[config.mk]
export PLATFORM = sky130hd
export DESIGN_NAME = hazard_mdu_ctrl
export DESIGN_NICKNAME = d
export VERILOG_FILES = /design/src/rtl/hazard_mdu_ctrl_pkg.sv /design/src/rtl/hazard_mdu_ctrl_md_busy_counter.sv /design/src/rtl/hazard_mdu_ctrl.sv
export SDC_FILE = /design/constraint.sdc
export NUM_CORES = 1
export LEC_CHECK = 0
export CAP_MARGIN = 20
export CORE_MARGIN = 2
export CORE_UTILIZATION = 30
export CTS_CLUSTER_DIAMETER = 50
export DETAILED_ROUTE_END_ITERATION = 12
export PLACE_DENSITY = 0.63
export SETUP_SLACK_MARGIN = 0.1
export SYNTH_ARGS = -nofsm -noshare
export SYNTH_HDL_FRONTEND = slang
export SYNTH_SLANG_ARGS = --single-unit
export TNS_END_PERCENT = 10
[constraint.sdc]
create_clock -name clk -period 3.8 [get_ports clk]
set_input_delay 0.95 -clock clk [delete_from_list [all_inputs] [get_ports clk]]
set_output_delay 0.95 -clock clk [all_outputs]
set_load 0.01 [all_outputs]
[src/rtl/hazard_mdu_ctrl_pkg.sv]
// Shared encodings, defaults and hazard helper for the pipeline hazard controller.
package hazard_mdu_ctrl_pkg;

    typedef enum logic [1:0] {
        FWD_RF = 2'd0,
        FWD_W  = 2'd1,
        FWD_M  = 2'd2,
        FWD_E  = 2'd3
    } fwd_e;

    localparam logic [1:0]  TUSE_NONE       = 2'd3;
    localparam int unsigned MULT_CYCLES_DEF = 5;
    localparam int unsigned DIV_CYCLES_DEF  = 10;

    // True when the producer at wa will not have its result ready by the time src is consumed.
    function automatic logic reg_hazard(input logic [4:0] src, input logic [1:0] tuse,
                                        input logic [4:0] wa, input logic [1:0] tnew);
        return (src != 5'd0) && (tuse != TUSE_NONE) && (src == wa) && (tuse < tnew);
    endfunction

endpackage

[src/rtl/hazard_mdu_ctrl_md_busy_counter.sv]
// Mult/div busy counter: loads the operation latency on start, counts down to idle.
module hazard_mdu_ctrl_md_busy_counter #(
    parameter int unsigned MULT_CYCLES = 5,
    parameter int unsigned DIV_CYCLES  = 10,
    parameter int unsigned CNT_W       = 4
) (
    input  logic clk,
    input  logic reset,
    input  logic start,
    input  logic is_div,
    output logic busy
);

    logic [CNT_W-1:0] count;

    // A start arriving while already busy cannot happen upstream; it is ignored rather than reloading.
    always_ff @(posedge clk) begin
        if (reset)
            count <= '0;
        else if (start && (count == '0))
            count <= is_div ? CNT_W'(DIV_CYCLES) : CNT_W'(MULT_CYCLES);
        else if (count != '0)
            count <= count - CNT_W'(1);
    end

    assign busy = (count != '0);

endmodule

[src/rtl/hazard_mdu_ctrl.sv]
// Hazard controller for the 5-stage pipeline: stall generation, D/E forwarding selects, MDU sequencing.
module hazard_mdu_ctrl
    import hazard_mdu_ctrl_pkg::*;
#(
    parameter int unsigned MULT_CYCLES = MULT_CYCLES_DEF,
    parameter int unsigned DIV_CYCLES  = DIV_CYCLES_DEF,
    parameter int unsigned CNT_W       = 4
) (
    input  logic        clk,
    input  logic        reset,
    input  logic [4:0]  D_rs,
    input  logic [4:0]  D_rt,
    input  logic [1:0]  D_rs_tuse,
    input  logic [1:0]  D_rt_tuse,
    input  logic        D_is_md,
    input  logic [4:0]  E_rs,
    input  logic [4:0]  E_rt,
    input  logic [4:0]  E_wa,
    input  logic [1:0]  E_tnew,
    input  logic [4:0]  M_wa,
    input  logic [1:0]  M_tnew,
    input  logic [4:0]  W_wa,
    input  logic        E_md_start,
    input  logic        E_md_div,
    output logic        stall,
    output logic        F_en,
    output logic        D_en,
    output logic        E_clr,
    output logic [1:0]  D_fwd_rs,
    output logic [1:0]  D_fwd_rt,
    output logic [1:0]  E_fwd_rs,
    output logic [1:0]  E_fwd_rt,
    output logic        md_busy,
    output logic [31:0] stall_cnt
);

    logic rs_haz, rt_haz, md_haz;

    function automatic fwd_e d_fwd(input logic [4:0] src);
        if (src == 5'd0)                          return FWD_RF;
        else if (src == E_wa && E_tnew == 2'd0)   return FWD_E;
        else if (src == M_wa && M_tnew == 2'd0)   return FWD_M;
        else if (src == W_wa)                     return FWD_W;
        else                                      return FWD_RF;
    endfunction

    function automatic fwd_e e_fwd(input logic [4:0] src);
        if (src == 5'd0)                          return FWD_RF;
        else if (src == M_wa && M_tnew == 2'd0)   return FWD_M;
        else if (src == W_wa)                     return FWD_W;
        else                                      return FWD_RF;
    endfunction

    hazard_mdu_ctrl_md_busy_counter #(
        .MULT_CYCLES (MULT_CYCLES),
        .DIV_CYCLES  (DIV_CYCLES),
        .CNT_W       (CNT_W)
    ) u_md_busy_counter (
        .clk    (clk),
        .reset  (reset),
        .start  (E_md_start),
        .is_div (E_md_div),
        .busy   (md_busy)
    );

    always_comb begin
        rs_haz   = reg_hazard(D_rs, D_rs_tuse, E_wa, E_tnew) | reg_hazard(D_rs, D_rs_tuse, M_wa, M_tnew);
        rt_haz   = reg_hazard(D_rt, D_rt_tuse, E_wa, E_tnew) | reg_hazard(D_rt, D_rt_tuse, M_wa, M_tnew);
        md_haz   = D_is_md && (md_busy || E_md_start);
        stall    = rs_haz | rt_haz | md_haz;
        F_en     = ~stall;
        D_en     = ~stall;
        E_clr    = stall;
        D_fwd_rs = d_fwd(D_rs);
        D_fwd_rt = d_fwd(D_rt);
        E_fwd_rs = e_fwd(E_rs);
        E_fwd_rt = e_fwd(E_rt);
    end

    always_ff @(posedge clk) begin
        if (reset)
            stall_cnt <= '0;
        else if (stall)
            stall_cnt <= stall_cnt + 32'd1;
    end

endmodule

==> metrics list, run 1 <==
- In this run the number of cells on the critical path is 10.
- The post-route netlist has 22.95% of its cells at a drive strength greater than 1.
- The initial utilization of the core area, before any placement, comes to 30.88%.
- Final antenna-violating net count: 0
* Cell count after placement: 610
* Startpoint of the worst setup timing path: M_tnew[1]
- The completed layout was analyzed and its total power is 1.087 mW.
* IO Port Bufs: 92
- VDD sags by at most 0.1008 mV.
- FF-to-FF End: stall_cnt[28]
- CP top delay family: compound AO/OA/AOI/OAI gates
- Cell internal power was estimated by the tool at 727.3 µW.
- Measured against its own limit, the worst slew margin works out to 39.34%.
- Flop pwr share: 38.4%
* Synth top area share: 23.88%
- Walking the worst path, the cells encountered are dlygate4sd2_1 -> inv_2 -> ha_4 -> o21ai_1 -> nand3b_1 -> o41a_2 -> o41ai_4 -> nor2_1 -> buf_4 -> clkdlybuf4s15_1.
* Post-synth EDFFs: 0
* Number of antenna violations at the first check in global routing: 1
- Status: finished clean
- The region available for standard cell placement spans 9774 µm².
- R2R setup slack: 1.06 ns
- dfxtp_1 takes more of the synthesized area than any other cell.
- DRC errors left: 0
- At the worst endpoint, the required time is 2.85 ns.
- The number of hold-slack violations in the final timing report is 0.
- The via count of the first global-routing pass was 2999.
* Number of instances in the synthesized netlist: 368
- Worst slew pin tran: 0.9081 ns
- Post-synthesis to final-layout area growth: 47.93%
- By count the netlist is led by 41 x nor2_1, 36 x dfxtp_1, 32 x nor2b_1.
- Die Y: 104.3 µm
- Reported leakage power: 1.801 nW
* CTS tree: yes
- Arrival time of data at the critical path endpoint: 2.77 ns
- In this run the count of I/O pins placed on the die edge is 93.
* Number of levels the H-tree was split into: 2
- Routability congestion estimate from global placement: 0.9158
* Drt first pass iters: 4
- After clock tree synthesis, the clock-pin slew on the worst setup and hold paths is 0.06 ns.
* Share of total power consumed by net switching: 33.11%
- Dividing the detail-routed wire length by the instance count gives 14.54 µm.
* Number of violations of the max-capacitance limit: 0
* Origin of the worst min-delay path: stall_cnt[1]
- Global route overflow: 0
* Setup Viol. Count Final: 0
- Count of unique library cells instantiated by Yosys: 45
- Clock tree synthesis selected as its root buffer the cell clkbuf_8.
- Period utilization: 97.92%
- The wire-length estimate of the detail-placed layout is 6869 µm.
* Routed Wire Length: 9043 µm
- In this run the mean area of a mapped cell was 8.201 µm².
- The startpoint identified for the worst register-to-register timing path is u_md_busy_counter.count[0].
* Buf/Inv on CP: 4
- Max Slew Vio Count: 0
* Fin Setup TNS: 0 ns
- In this run the worst path has a maximum fanout of 2.
- Nature of the critical path endpoint: output port
* Number of cells in the finished layout apart from fillers: 622
- Vias/cell: 4.857
- Via count: 3021
- Placement row count: 36
- For the worst-skew pair, the clock arrives at the later sink with an insertion delay of 0.29 ns.
- The critical path in this run is classified as in -> out.
- Leading cell types by total area after synthesis: dfxtp_1 24%, mux2_2 7.8%, xnor2_1 7.8%
- Summed over all nets, the switching power comes to 360.0 µW.
- Largest net degree at the start of global routing: 67
- The worst setup path is launched from a primary input.
* Warnings, synthesis: 0
- Gr usage total: 16.05%
* Most used DFF post-synth: dfxtp_1
* DIE WIDTH: 104.3 µm
- Post-Syn Nets: 423
* Clock network power share: 23.4%
- Critical path's slowest cell: o41a_2
* Post-layout minimum cycle time: 3.721 ns
* Inserted Clock Buffers: 5
- Sequential elements use 23.88% of the synthesized area.
- Ratio of total power to cell area: 243.6 nW/µm²
* Worst clock skew: 0.008277 ns
- Number of fill cells: 969
- For this design, the sink count on the clock tree is 36.
* Post-Synthesis Cell Area: 3018 µm²
* Highest cell delay on the worst timing path: 0.53 ns
- Combinational logic burns 38.2% of the power.
* Area of the die: 10880 µm²
- DRT iter0 DRCs: 78
* Fmax achieved: 268.8 MHz
* FFs w/ async S/R, synth: 0%
- The first global-routing pass estimated 14540 µm of wire.
- Setup repair after global routing could not meet its margin everywhere.
* # nets final: 543
* Worst Setup EP: F_en
* Most common cell in the netlist: nor2_1
* Worst hold-check path type: reg -> reg
- The number of cells on the worst reg-to-reg path is 8.
- The synthesized design contains 36 register bits.
- Clock Tree Buf Depth: 2
- Hold repair after CTS inserted 0 buffers.
stage by stage:
step / utilization, % / setup WS, ns / cell area, µm² / hold WS, ns
finish: 45.67 / 0.07915 / 4464 / 0.5065
global route: 45.67 / 0.03488 / 4464 / 0.5541
CTS: 44.47 / -0.05375 / 4347 / 0.5114
detailed placement: 43.66 / -0.4186 / 4268 / 0.5039
global placement: 43.66 / -0.3595 / 4268 / 0.4790
floorplan: - / 0.4187 / 3018 / 0.5007
state kept, by name, indices dropped and copies added, names as in the netlist:
| name | cells |
|---|---|
| stall_cnt | 32 |
| u_md_busy_counter.count | 4 |
final cells by class:
| cell class | count | area [µm²] | area share (%) |
|---|---|---|---|
| multi-input combinational | 302 | 2225 | 49.83 |
| timing repair buffer | 135 | 1242 | 27.83 |
| sequential | 36 | 720.7 | 16.14 |
| tap | 133 | 166.4 | 3.728 |
| clock buffer | 6 | 72.57 | 1.626 |
| inverter | 8 | 30.03 | 0.6726 |
| clock inverter | 1 | 5.005 | 0.1121 |
| antenna | 1 | 2.502 | 0.05605 |
per-layer routing:
layer | global-route usage, % | routed length (µm) | up-vias
met2 | 27.92 | 4583 | 42
li1 | - | - | 1535
met4 | 6.467 | 228 | 0
met3 | 2.444 | 198 | 21
met5 | 0 | 0 | -
met1 | 19.68 | 4033 | 1423
kinds of logic (layout without fill, tap and decap cells):
family                   count (synthesis)  in the layout  synth area share [%]
AND/OR/NAND/NOR                        157            157                 28.19
AO/OA/AOI/OAI                           58             58                 13.18
XOR/XNOR                                50             50                 14.51
flip-flops                              36             36                 23.88
multiplexers                            30             30                 12.19
buffers and inverters                   30            150                 5.141
adder cells (fa/ha/maj)                  7              7                 2.902
other                                    0              1                     0
how the worst min path moves through the flow:
stage                                 endpoint  slack (ns)  depth (start not counted)
floorplan           u_md_busy_counter.count[0]        0.50                          2
global placement                  stall_cnt[1]        0.48                          2
detailed placement                stall_cnt[1]        0.50                          2
CTS                               stall_cnt[1]        0.51                          2
global route                      stall_cnt[1]        0.55                          2
finish                            stall_cnt[1]        0.51                          2
worst register-to-register path: stages (launching register included):
cell and delay, ns:
dfxtp_1 0.33, inv_1 0.08, ha_1 0.14, or3b_1 0.48
o21ai_0 0.27, o41a_2 0.23, o41a_2 0.60, a211oi_2 0.18
mux2_1 0.33
timing repair:
action,4_1_cts,5_1_grt
pin swaps,3,11
cloned,0,0
buffers inserted,0,3
setup endpoints to repair,12,6
resized for setup,31,24
power groups by stage:
stage	clock [mW]	combinational [mW]	sequential [mW]
global route	0.278	0.456	0.420
floorplan	0	0.238	0.424
finish	0.255	0.415	0.418
CTS	0.263	0.405	0.418
detailed placement	0	0.413	0.426
global placement	0	0.401	0.424
cells in the final DEF (no fill, tap or decap), types with 18 or more instances in the layout:
cell	instances
nand4_1	18
a21oi_1	27
nor2_1	40
mux2_2	21
dfxtp_1	36
buf_4	42
xor2_1	23
nor2b_1	32
clkdlybuf4s50_1	62
xnor2_1	25
Note: power is estimated with default switching activity, not from simulation.
==> run 2, diff against run 1 <==
- ABC_AREA: default -> 1
- GPL_TIMING_DRIVEN: default -> 0
- PLACE_DENSITY: 0.63 -> 0.58
==> run 2 against run 1 <==
Effect of this change:
- non-clock buffer count fell by 24
- wire length rose by 11%
- first-iteration DRC count rose by 82%
- combinational power rose by 120%
- total power rose by 83%
- utilization fell by 3.0 points
- synthesized cell count rose by 55%
- clock power rose by 91%
- largest cell class unchanged
- highest routed layer unchanged
==> metrics list, run 2 <==
- Clock Tree Buf Depth: 2 (unchanged)
- Cell-by-cell trace of the critical path: clkdlybuf4s50_1 -> nor2_2 -> inv_1 -> a221oi_1 -> nand2_1 -> nor3_1 -> nor2_1 -> clkdlybuf4s50_1
- Ratio of total power to cell area: 410.8 nW/µm² (+69%)
- Total area of sequential cells: 720.7 µm² (unchanged)
* Vias/cell: 4.647 (-4.3%)
- The critical path depth came to 8 (-2).
- The final design utilization came to 42.71% (-3.0 points).
- Fraction of final layout cells with drive strength greater than 1: 11.56% (-11 points)
- The number of hold-slack violations in the final timing report came to 0 (unchanged).
* Highest ir drop seen on vdd: 0.2546 mV (+150%)
- Worst hold-check path type: reg -> reg
* Gr usage total: 16.21% (+0.17 points)
* Vias in the first global route: 3591 (+20%)
- CP startpoint kind: primary input
* Fin area: 4835 µm² (+8.3%)
- The final number of setup-violating endpoints came to 0 (unchanged).
* DP HPWL: 8117 µm (+18%)
* Worst clock skew: 0.01116 ns (+0.002878 ns)
* Reported leakage power: 2.346 nW (+30%)
- Synth top area share: 20.91% (-3.0 points)
- The routability-driven placement congestion ratio is 0.8774 (-4.2%).
- The clock buffer count from CTS is 5 (unchanged).
- For this run, the leading register cell type out of synthesis is dfxtp_1.
- The global-route wire length before repair was 17030 µm (+17%).
* Largest registers: stall_cnt x32, u_md_busy_counter.count x4
* Effective utilization at floorplan: 30.45% (-0.43 points)
- The share of flip-flops with an asynchronous set or reset after synthesis is 0% (unchanged).
- Post-detailed-route wirelength per cell: 12.28 µm (-16%)
- Nature of the critical path endpoint: output port
* DRT iter0 DRCs: 142 (+82%)
* Clock slew seen by the registers of the worst setup and hold paths: 0.07 ns (about the same)
- Yosys instantiated no cell more often than nand2_1.
- CTS tree: yes
- Setup repair after global routing missed its margin: true
- The share of synthesized area occupied by flip-flops and latches was 20.91% (-3.0 points).
* Post-synthesis to final-layout area growth: 40.25%
- Number of levels the H-tree was split into: 2 (unchanged)
- Post-Synthesis Cell Area: 3447 µm² (+14%)
- Leaving out fill and tap cells, the most frequent cell in the layout is nand2_1.
* Final antenna-violating net count: 0 (unchanged)
- The pin count of the biggest net entering global routing is 14 (-79%).
* Most frequent cells after synthesis: 143 x nand2_1, 104 x nor2_1, 70 x inv_1
- Fin worst setup slack: 0.08431 ns (+0.005167 ns)
- Cell type with the highest aggregate area in the netlist: dfxtp_1
- The minimum clock period after layout is 3.716 ns (-0.005167 ns).
* Leading cell types by total area after synthesis: dfxtp_1 21%, nand2_1 16%, nor2_1 11%
* CP top delay family: buffers and inverters
* Number of fill cells: 1211 (+25%)
- Arrival time of data at the critical path endpoint: 2.77 ns (about the same)
- Avg Inst Size Synth: 6.047 µm² (-26%)
- Critical path's slowest cell: clkdlybuf4s50_1
- The number of sinks handled by clock tree synthesis came to 36 (unchanged).
- Global route overflow: 0 (unchanged)
- Period utilization: 97.78% (-0.14 points)
- Reg with most FFs: stall_cnt
- The area of the die was 12360 µm² (+14%).
- The insertion delay to the later sink of the worst-skew pair was 0.29 ns (about the same).
* Worst slew pin tran: 0.6254 ns (-0.2827 ns)
* Pre-CTS setup slack: -0.4836 ns (-0.06494 ns)
- DRC errors left: 0 (unchanged)
- The hold-critical path depth came to 2 (unchanged).
* Antenna cells: 0 (-1)
- Max Slew Vio Count: 0 (unchanged)
- The number of synthesis warnings came to 0 (unchanged).
- Total power after layout: 1.986 mW (+83%)
* Placement row count: 39 (+8.3%)
- The initial antenna violation count is 0 (-1).
- The count of hold-fix buffers inserted at cts is 0 (unchanged).
* DIE WIDTH: 111.2 µm (+6.6%)
* Largest fanout on the critical path: 3 (+1)
* Io pins: 93 (unchanged)
* Fmax achieved: 269.1 MHz (+0.14%)
- Count of unique library cells instantiated by Yosys: 36 (-20%)
- Area of combinational cells with multiple inputs: 2360 µm² (+6.1%)
* Kind of critical path: in -> out
- Core area: 11320 µm² (+16%)
* Number of violations of the max-capacitance limit: 0 (unchanged)
* Post-DP Area: 4527 µm² (+6.1%)
- Status: finished clean
- Via count: 3801 (+26%)
* Highest cell delay on the worst timing path: 0.47 ns (-0.06 ns)
* Post-Syn Nets: 625 (+48%)
- The die span in y is 111.2 µm (+6.6%).
- Drt first pass iters: 4 (unchanged)
- Max reg flops: 32 (unchanged)
* Critical Path RT: 2.85 ns (about the same)
- The number of standard cells after synthesis is 570 (+55%).
- The cell sitting at the root of the clock tree is a clkbuf_16.
* # nets final: 729 (+34%)
- The worst hold slack across all endpoints was 0.5539 ns (+0.04738 ns).
- Buf/Inv on CP: 3 (-1)
- Most frequent CP cell: clkdlybuf4s50_1
- Commonest cells after routing, fill and taps aside: 142 x nand2_1, 99 x nor2_1, 68 x inv_1
* Depth of the most critical reg-to-reg path: 7 (-1)
* IO Port Bufs: 90 (-2.2%)
* Synthesized flop and latch total: 36 (unchanged)
- Relative slew slack: 57.92% (+19 points)
* Post-synth EDFFs: 0 (unchanged)
- Routed Wire Length: 10050 µm (+11%)
==> run 2: cell count changes in the layout (fill, tap and decap cells not counted), sizes merged, moves of 25 or more <==
cell / delta
a21oi: -26
inv: +74
mux2: -30
nand3: +25
nor2: +72
nand2: +139
buf: -26
nor2b: -32
==> run 2: repair_timing <==
action / in CTS / in global routing
endpoints found under the setup margin: 12 / 11
pin swaps: 5 / 6
resized for setup: 23 / 27
setup buffers: 6 / 1
endpoints found under the hold margin: 0 / 0
==> run 2: cell type report <==
| type | instances | area share, % |
|---|---|---|
| Multi-Input combinational cell | 438 | 48.81 |
| Timing Repair Buffer | 97 | 20.39 |
| Sequential cell | 36 | 14.91 |
| Inverter | 82 | 6.418 |
| Tap cell | 143 | 3.701 |
| Clock buffer | 5 | 2.588 |
| Buffer | 14 | 2.226 |
| Clock inverter | 3 | 0.9576 |
==> run 2: power by group <==
| group | switching [mW] | leakage, nW | internal [mW] | total (mW) |
|---|---|---|---|---|
| clock network | 0.176 | 0.0804 | 0.312 | 0.488 |
| registers | 0.115 | 0.298 | 0.470 | 0.585 |
| logic | 0.471 | 1.97 | 0.441 | 0.912 |
==> run 2: path summary, 6_finish.rpt <==
path,start,endpoint,slack [ns]
worst min-delay path,stall_cnt[9],stall_cnt[9],0.55
worst max register to register,stall_cnt[1],stall_cnt[26],1.85
worst min register to register,stall_cnt[9],stall_cnt[9],0.55
worst max-delay path,M_tnew[0],E_fwd_rt[0],0.08
==> run 2: routing by layer <==
metal	wire [µm]	GRT usage, %
met1	4870	22.06
met2	4593	27.56
met3	492	2.023
met4	93	3.374
met5	0	0
==> run 2: tightest hold or removal path: cells and delay by family (launching register included) <==
family	cells	cell delay, ns
AND/OR/NAND/NOR	2	0.16
flip-flops	1	0.36
==> run 2: per-stage QoR <==
| stage | instances | TNS (ns) |
|---|---|---|
| final | 818 | 0 |
| after global routing | 818 | -0.02863 |
| after CTS | 817 | -0.1169 |
| after detailed placement | 803 | -1.780 |
| after global placement | 803 | -1.710 |
| after floorplan | 570 | 0 |
==> run 2: cell families (layout without fill, tap and decap cells) <==
family | after synthesis | after routing | synth area share (%)
simple gates | 346 | 346 | 45.34
buf+inv | 96 | 201 | 11.83
xor+xnor | 59 | 59 | 14.99
flops | 36 | 36 | 20.91
compound gates | 26 | 26 | 4.392
fa+ha+maj | 7 | 7 | 2.541
